### src/rtl/alu_op_sequencer_pkg.sv
// Shared constants for the ALU operation sequencer: ALU control codes,
// LEGv8 opcode fields and the sequencer state encoding.
package alu_op_sequencer_pkg;

  localparam int DATA_W = 64;
  localparam int OPC_W  = 11;
  localparam int CTRL_W = 4;
  localparam int CNT_W  = 16;

  localparam logic [CTRL_W-1:0] ALU_AND   = 4'b0000;
  localparam logic [CTRL_W-1:0] ALU_OR    = 4'b0001;
  localparam logic [CTRL_W-1:0] ALU_ADD   = 4'b0010;
  localparam logic [CTRL_W-1:0] ALU_SUB   = 4'b0110;
  localparam logic [CTRL_W-1:0] ALU_PASSB = 4'b0111;

  localparam logic [OPC_W-1:0] OP_ADD  = 11'b10001011000;
  localparam logic [OPC_W-1:0] OP_SUB  = 11'b11001011000;
  localparam logic [OPC_W-1:0] OP_AND  = 11'b10001010000;
  localparam logic [OPC_W-1:0] OP_ORR  = 11'b10101010000;
  localparam logic [OPC_W-1:0] OP_LDUR = 11'b11111000010;
  localparam logic [OPC_W-1:0] OP_STUR = 11'b11111000000;
  // CBZ carries a 3-bit don't-care tail, so only the upper 8 bits are matched.
  localparam logic [7:0]       OP_CBZ_PREFIX = 8'b10110100;

  localparam logic [CNT_W-1:0] CNT_MAX = {CNT_W{1'b1}};

  typedef enum logic [1:0] {
    ST_IDLE = 2'b00,
    ST_EXEC = 2'b01,
    ST_RESP = 2'b10
  } seq_state_t;

endpackage

### src/rtl/alu_ctrl_decode.sv
// Combinational LEGv8 opcode to ALU-control decoder; flags anything it
// does not recognise as illegal.
module alu_ctrl_decode
  import alu_op_sequencer_pkg::*;
(
  input  logic [OPC_W-1:0]  opcode,
  output logic [CTRL_W-1:0] ctrl,
  output logic              illegal
);

  always_comb begin
    ctrl    = ALU_AND;
    illegal = 1'b0;
    if (opcode[OPC_W-1:3] == OP_CBZ_PREFIX) begin
      ctrl = ALU_PASSB;
    end else begin
      case (opcode)
        OP_ADD:  ctrl = ALU_ADD;
        OP_SUB:  ctrl = ALU_SUB;
        OP_AND:  ctrl = ALU_AND;
        OP_ORR:  ctrl = ALU_OR;
        OP_LDUR: ctrl = ALU_ADD;
        OP_STUR: ctrl = ALU_ADD;
        default: illegal = 1'b1;
      endcase
    end
  end

endmodule

### src/rtl/alu_op_sequencer.sv
// Request/response sequencer that issues one decoded operation at a time
// to an external ALU and returns its result with a saturating op counter.
module alu_op_sequencer
  import alu_op_sequencer_pkg::*;
(
  input  logic              CLK,
  input  logic              Reset,
  input  logic              ReqValid,
  output logic              ReqReady,
  input  logic [OPC_W-1:0]  ReqOpcode,
  input  logic [DATA_W-1:0] ReqA,
  input  logic [DATA_W-1:0] ReqB,
  output logic [DATA_W-1:0] AluBusA,
  output logic [DATA_W-1:0] AluBusB,
  output logic [CTRL_W-1:0] AluCtrl,
  input  logic [DATA_W-1:0] AluBusW,
  input  logic              AluZero,
  output logic              RspValid,
  input  logic              RspReady,
  output logic [DATA_W-1:0] RspResult,
  output logic              RspZero,
  output logic              RspIllegal,
  output logic [CNT_W-1:0]  OpCount
);

  seq_state_t        state;
  logic              req_ready;
  logic              rsp_valid;
  logic [DATA_W-1:0] rsp_result;
  logic              rsp_zero;
  logic              rsp_illegal;
  logic [DATA_W-1:0] bus_a;
  logic [DATA_W-1:0] bus_b;
  logic [CTRL_W-1:0] alu_ctrl;
  logic [CNT_W-1:0]  op_count;
  logic [CTRL_W-1:0] dec_ctrl;
  logic              dec_illegal;

  alu_ctrl_decode u_decode (
    .opcode  (ReqOpcode),
    .ctrl    (dec_ctrl),
    .illegal (dec_illegal)
  );

  // Illegal opcodes skip EXEC and leave the ALU control bus untouched so the
  // external ALU never sees a spurious operation change.
  always_ff @(posedge CLK or posedge Reset) begin
    if (Reset) begin
      state       <= ST_IDLE;
      req_ready   <= 1'b1;
      rsp_valid   <= 1'b0;
      rsp_result  <= '0;
      rsp_zero    <= 1'b0;
      rsp_illegal <= 1'b0;
      bus_a       <= '0;
      bus_b       <= '0;
      alu_ctrl    <= ALU_AND;
      op_count    <= '0;
    end else begin
      case (state)
        ST_IDLE: begin
          if (ReqValid) begin
            bus_a     <= ReqA;
            bus_b     <= ReqB;
            req_ready <= 1'b0;
            if (dec_illegal) begin
              rsp_result  <= '0;
              rsp_zero    <= 1'b0;
              rsp_illegal <= 1'b1;
              rsp_valid   <= 1'b1;
              state       <= ST_RESP;
            end else begin
              alu_ctrl <= dec_ctrl;
              state    <= ST_EXEC;
            end
          end
        end
        ST_EXEC: begin
          rsp_result  <= AluBusW;
          rsp_zero    <= AluZero;
          rsp_illegal <= 1'b0;
          rsp_valid   <= 1'b1;
          state       <= ST_RESP;
        end
        ST_RESP: begin
          if (RspReady && rsp_valid) begin
            rsp_valid <= 1'b0;
            req_ready <= 1'b1;
            state     <= ST_IDLE;
            if (op_count != CNT_MAX) begin
              op_count <= op_count + 16'd1;
            end
          end
        end
        default: begin
          state     <= ST_IDLE;
          req_ready <= 1'b1;
          rsp_valid <= 1'b0;
        end
      endcase
    end
  end

  assign ReqReady   = req_ready;
  assign RspValid   = rsp_valid;
  assign RspResult  = rsp_result;
  assign RspZero    = rsp_zero;
  assign RspIllegal = rsp_illegal;
  assign AluBusA    = bus_a;
  assign AluBusB    = bus_b;
  assign AluCtrl    = alu_ctrl;
  assign OpCount    = op_count;

endmodule

### config.mk
export PLATFORM = sky130hd
export DESIGN_NAME = alu_op_sequencer
export DESIGN_NICKNAME = d
export VERILOG_FILES = /design/src/rtl/alu_op_sequencer_pkg.sv /design/src/rtl/alu_ctrl_decode.sv /design/src/rtl/alu_op_sequencer.sv
export SDC_FILE = /design/constraint.sdc
export NUM_CORES = 1
export LEC_CHECK = 0
export ABC_CLOCK_PERIOD_IN_PS = 19100
export CAP_MARGIN = 20
export CORE_AREA = 2 2 164 166
export DETAILED_ROUTE_END_ITERATION = 10
export DIE_AREA = 0 0 166 168
export GPL_ROUTABILITY_DRIVEN = 0
export GPL_TIMING_DRIVEN = 0
export HOLD_SLACK_MARGIN = 0.02
export PLACE_DENSITY = 0.68
export REMOVE_ABC_BUFFERS = 1
export SLEW_MARGIN = 5
export SYNTH_ARGS = -nofsm -noshare
export SYNTH_HDL_FRONTEND = slang
export SYNTH_SLANG_ARGS = --single-unit
### constraint.sdc
create_clock -name CLK -period 19.1 [get_ports CLK]
set_input_delay 1.91 -clock CLK [delete_from_list [all_inputs] [get_ports CLK]]
set_output_delay 1.91 -clock CLK [all_outputs]
set_load 0.005 [all_outputs]
Word-level counts from Yosys, hierarchy flattened --
Cells that the tools add are included.
Word-level totals: input port bits 208, register bits after elaboration 218, output and inout bits 216, word-level logic and storage cells 60
Cells by class: bitwise operators 2, reductions and logical operators 12, mux-type cells 22, eq/ne operators 13, add/sub/neg operators 1
Operators by type and width (count):
- $mux 64 | 2
- $pmux 64 s2 | 1
- $eq 11x11->1 const B | 6
- $add 16x1->16 const B | 1
- $ne 16x16->1 const B | 1
- $reduce_and 3->1 | 5
- $mux 1 | 9
- $pmux 3 s3 | 1
- $eq 8x8->1 const B | 1
- $mux 2 | 3
- $ne 2x2->1 const B | 3
- $pmux 1 s3 | 2
- $pmux 2 s3 | 1
- $reduce_or 6->1 | 1
- $mux 4 | 1
- $pmux 1 s2 | 2
- $reduce_and 2->1 | 2
- $reduce_or 3->1 | 1
- $eq 2x1->1 const B | 1
- $eq 2x2->1 const B | 1
- $logic_not 2->1 | 1
- $not 1->1 | 2
- $reduce_bool 2->1 | 1
- $logic_and 1x1->1 | 1

Depth between registers and ports, before layout --
Gate-level depths: netlist (run 1).
depth in word-level cells 7, mapped depth 7

Cells and area by module --
Synthesis (run 1) repeated with hierarchy kept, for this count alone.
Unflattened totals: cells, all modules 531, area total of the unflattened synthesis 8282.9 µm²
By module, submodules not included:
- alu_op_sequencer | seq. area each 5456.5 µm², times used 1, cells each 511, area each 8135.3 µm²
- alu_ctrl_decode | seq. area each 0.0 µm², times used 1, cells each 20, area each 147.6 µm²

Worst setup path before layout (run 1) --
OpenSTA, ideal clock, no wires.
path type input to register, start in ReqOpcode[5], end reg rsp_illegal (netlist: RspIllegal), data arrival time 3.325 ns, cell stages on the path 7, path slack 15.656 ns, path through nand3b_1 > or4_1 > a21o_1 > and3_4 > buf_6 > buf_6 > o21a_1
On the way: word-level cells in the longest chain between the ends 6, elaborated cells on any way between the ends 12, classes of those cells 8 x eq/ne; 2 x mux; 2 x reduce/logical
Ends and longest elaborated chain:
- from (decl) | RTL line alu_op_sequencer.sv:10 | input logic [OPC_W-1:0] ReqOpcode,
- $eq 11x11->1 | RTL line alu_ctrl_decode.sv:17 | case (opcode)
- $reduce_or 6->1 (no source line)
- $mux 1 | RTL line alu_ctrl_decode.sv:17
- $mux 1 (*) | RTL line alu_ctrl_decode.sv:14 | if (opcode[OPC_W-1:3] == OP_CBZ_PREFIX) begin
- $ne 2x2->1 (no source line) (*)
- $reduce_and 3->1 (no source line) (*)
- to (signal assigned) | RTL line alu_op_sequencer.sv:54 | rsp_illegal <= 1'b0;
- to (signal assigned) | RTL line alu_op_sequencer.sv:69 | rsp_illegal <= 1'b1;
- to (signal assigned) | RTL line alu_op_sequencer.sv:81 | rsp_illegal <= 1'b0;
- to (decl) | RTL line alu_op_sequencer.sv:31 | logic rsp_illegal;
Every way passes the cells marked *; elsewhere a longest branch is shown, timed or not. A chain may end at the register's enable or synchronous reset.

Final worst setup path (run 1) --
start in ReqValid, end reg alu_ctrl[2] (netlist: AluCtrl[2])
On the way: word-level cells in the longest chain between the ends 1
Ends and longest elaborated chain:
- from (decl) | RTL line alu_op_sequencer.sv:8 | input logic ReqValid,
- $reduce_and 3->1 (no source line)
- to (signal assigned) | RTL line alu_op_sequencer.sv:73 | alu_ctrl <= dec_ctrl;
- to (decl) | RTL line alu_op_sequencer.sv:34 | logic [CTRL_W-1:0] alu_ctrl;
Every way passes these cells.

==> flow_summary_export.csv, run 1 <==
group,metric,value,unit
status,outcome,"completed",
die,core,26400,um^2
synthesis,ys_top_cells_by_area,"dfrtp_1 (63%), nand2_1 (23%), o21ai_0 (2.2%)",
synthesis,avgSynthCellArea,9.00,um^2
timing,rsz0062_at_grt,"no",
timing,drv_slew,0,
synthesis,netlist_instances,953,
timing,relSlewSlack,47.0,%
place,numPlacedInstances,1670,
place,pre_cts_slack,14.75,ns
routing,routed_wl,27.5,mm
hold_path,min_path_type,"flop to flop",
synthesis,yosys.area.top_type_share,63.0,%
routing,wl_per_cell,16.0,um
worst_setup_path,cp-start-kind,"input port",
cells_and_area,final_cells,1715,
clock_network,clock-sinks,217,
routing,dr.pass1.iters,5,
clock_network,post_cts_buffers,0,
worst_setup_path,critPathMaxFanout,79,
power_and_ir_drop,p_per_area,133,nW/um^2
synthesis,netlist.top_cell.by_area,"dfrtp_1",
hold_path,hold_depth,2,
job,maxCapViolCount,0,
timing,setup_viol,0,
worst_setup_path,reg2reg_depth,5,
synthesis,yosys.area_share.simple,26.6,%
timing,fin_ws,15.33,ns
synthesis,muxShareOfSynthArea,0.365,%
clock_network,ctsHoldBuffers,0,
power_and_ir_drop,vdd_drop_max,0.0854,mV
synthesis,synth_xor_area_share,1.33,%
timing,hold_viol,0,
cells_and_area,drive_gt1_share,4.15,%
timing,setup_tns,0,ns
routing,drc_errors,0,
die,dieArea,27900,um^2
clock_network,path_clk_slew,0.06,ns
power_and_ir_drop,leakagePower,6.39,nW
synthesis,synth_compound_area_share,5.28,%
worst_setup_path,worstReg2RegStart,"state[1]$_DFFE_PP0P_",
clock_network,numCtsBuffers,25,
cells_and_area,layout-area-overhead-vs-synth,64.2,%
routing,via_count,7771,
synthesis,yosysWarnings,0,
synthesis,syn_area,8580,um^2
worst_setup_path,worstSetupEndpointType,"flop",
cells_and_area,finish.utilization,53.5,%
worst_setup_path,cp_cell_sequence,"clkdlybuf4s50_1 -> nor2b_1 -> nand2b_4 -> buf_16 -> a21oi_1 -> mux2i_1",
grt,grt_pass1_vias,8018,
grt,grt_first_pass_wirelength,43.8,mm
worst_setup_path,cp.required,19.53,ns
timing,fin_skew,0.00795,ns
grt,grt_max_degree,111,
clock_network,cts_max_level,1,
die,die_w,166,um
cells_and_area,nets,1565,
synthesis,ys_types,41,
die,start_util,32.5,%
timing,min_period,3.77,ns
grt,grt.overflow.total,0,
clock_network,clkLatencyLatePin,0.52,ns
cells_and_area,diodes,0,
timing,tightest_slew,0.795,ns
place,portBuffers,422,
worst_setup_path,path_class,"input port to flop",
grt,antenna_found_initial,0,
worst_setup_path,cp.arrival,4.20,ns
timing,max_freq,0.266,GHz
clock_network,post_cts_resized,0,
timing,finalCritPeriodShare,19.7,%
die,fp-row-count,60,
routing,vias_per_cell,4.53,
clock_network,clk_path_buf_depth,3,
die,io_pins,424,
synthesis,ys_ff_latch,217,
grt,grt_util_all_layers,19.3,%
worst_setup_path,startpoint,"ReqValid",
clock_network,cts_root_buf,"clkbuf_16",
hold_path,hold_start,"AluBusA[56]$_DFFE_PP0P_",
die,die_h,168,um
routing,drt_iter0_drc,510,
synthesis,synth_fa_ha_area_share,0.146,%
clock_network,cts_tree,"yes",
worst_setup_path,slowest_stage,"clkdlybuf4s50_1",
synthesis,synth_top_family_by_area,"simple AND/OR/NAND/NOR gates",
routing,ant_nets,0,
synthesis,seq_area_frac_synth,63.3,%
place,dp_hpwl,19.3,mm
worst_setup_path,max_stage_delay,0.49,ns
cells by family after synthesis:
family | after synthesis
other cells | 1
compound gates | 84
buf+inv | 58
fa+ha+maj | 1
flops | 217
xor+xnor | 13
mux | 3
simple gates | 576
Yosys cell counts (all sizes together):
| library cell | instances |
|---|---|
| nor3 | 5 |
| mux2 | 1 |
| o31ai | 1 |
| xnor2 | 7 |
| and3 | 1 |
| nand3b | 2 |
| nand2 | 525 |
| nor4 | 3 |
| o22a | 1 |
| conb | 1 |
| buf | 6 |
| or3b | 1 |
| or2 | 1 |
| o21ai | 67 |
| nand2b | 4 |
| a21oi | 4 |
| clkbuf | 47 |
| a21boi | 1 |
| xor2 | 6 |
| nor2b | 4 |
| nand4b | 2 |
| nand3 | 7 |
| a311oi | 1 |
| ha | 1 |
| mux2i | 2 |
| dfrtp | 216 |
| dfstp | 1 |
| inv | 5 |
| a31oi | 2 |
| or4 | 2 |
| nand4 | 4 |
| o211ai | 2 |
| nor4b | 2 |
| nor2 | 13 |
| a21o | 2 |
| o21a | 3 |
flip-flops by register name (all words and copies together), names as in the netlist, 2 cells and up:
name / cells
AluBusA: 64
AluBusB: 64
RspResult: 64
OpCount: 16
AluCtrl: 3
state: 2
per-stage QoR:
stage	cell area (um^2)	hold slack (ns)	power, W
2_1_floorplan	8340	0.470	0.000911
3_3_place_gp	13000	0.457	0.00136
3_5_place_dp	13200	0.461	0.00136
4_1_cts	14100	0.475	0.00190
5_1_grt	14100	0.484	0.00199
6_report	14100	0.472	0.00187
critical path, delay by kind of cell:
kind | cells | cell delay (ns)
buffers and inverters | 2 | 0.86
AND/OR/NAND/NOR | 2 | 0.79
AO/OA/AOI/OAI | 1 | 0.36
multiplexers | 1 | 0.25
final cells by class:
class	count	area [um^2]
timing repair buffer	429	4380
tap	341	427
sequential	217	5430
multi-input combinational	678	2920
clock buffer	36	707
fill	2382	12300
inverter	5	26.3
clock inverter	9	199
where the power goes:
part	switching (W)	internal, W	total, W	leakage [nW]
clock network	0.000192	0.000337	0.000529	0.442
logic	0.000255	0.000377	0.000632	3.15
registers	0.0000914	0.000620	0.000711	2.80
routing by layer:
metal	GRT usage (%)	part of all wire, %	up-vias
li1	-	-	3781
met1	23.6	40	3618
met2	32.3	47	322
met3	6.70	9.6	50
met4	5.86	3.0	0
met5	0	0	-
placed cells by master, fill, tap and decap left out, types with 7 or more instances in the layout:
master	Yosys	layout
o21ai_1	29	29
nand3_1	7	7
clkbuf_16	0	25
clkdlybuf4s50_1	0	422
nand2_1	525	525
dfrtp_1	216	216
xnor2_1	7	7
o21ai_0	38	38
nor2_1	12	12
clkbuf_1	47	7
path summary, 6_finish.rpt:
kind                                           endpoint  slack, ns
max in group asynchronous       AluBusA[37]$_DFFE_PP0P_      16.18
min in group asynchronous        AluBusA[4]$_DFFE_PP0P_       1.92
worst max register to register   AluCtrl[2]$_DFFE_PP0P_      16.71
worst min-delay path            AluBusA[56]$_DFFE_PP0P_       0.47
worst min register to register  AluBusA[56]$_DFFE_PP0P_       0.47
worst max-delay path             AluCtrl[2]$_DFFE_PP0P_      15.33
Power figures use the tool's default switching activity.
==> inputs of run 2 (changes only) <==
--- a/config.mk
+++ b/config.mk
@@ -5,7 +5,7 @@
 export SDC_FILE = /design/constraint.sdc
 export NUM_CORES = 1
 export LEC_CHECK = 0
-export ABC_CLOCK_PERIOD_IN_PS = 19100
+export ABC_CLOCK_PERIOD_IN_PS = 3700
 export CAP_MARGIN = 20
 export CORE_AREA = 2 2 164 166
 export DETAILED_ROUTE_END_ITERATION = 10
==> constraint.sdc (replaced) <==
create_clock -name CLK -period 3.7 [get_ports CLK]
set_input_delay 0.37 -clock CLK [delete_from_list [all_inputs] [get_ports CLK]]
set_output_delay 0.37 -clock CLK [all_outputs]
set_load 0.005 [all_outputs]
==> results of run 2 <==
The final DEF is identical to that of run 1. Status: completed.
Among the figures that moved: setup slack after placement 14.75 ns -> 0.893 ns; setup slack after layout 15.33 ns -> 1.31 ns; hold slack 0.472 ns -> 0.374 ns; start point of the critical path ReqValid -> state[1]$_DFFE_PP0P_; register-to-register setup slack 16.71 ns -> 1.31 ns; end point of the worst hold path AluBusA[56]$_DFFE_PP0P_ -> AluBusA[19]$_DFFE_PP0P_; total power 0.00187 W -> 0.00967 W; worst IR drop on VDD 0.0854 mV -> 0.441 mV
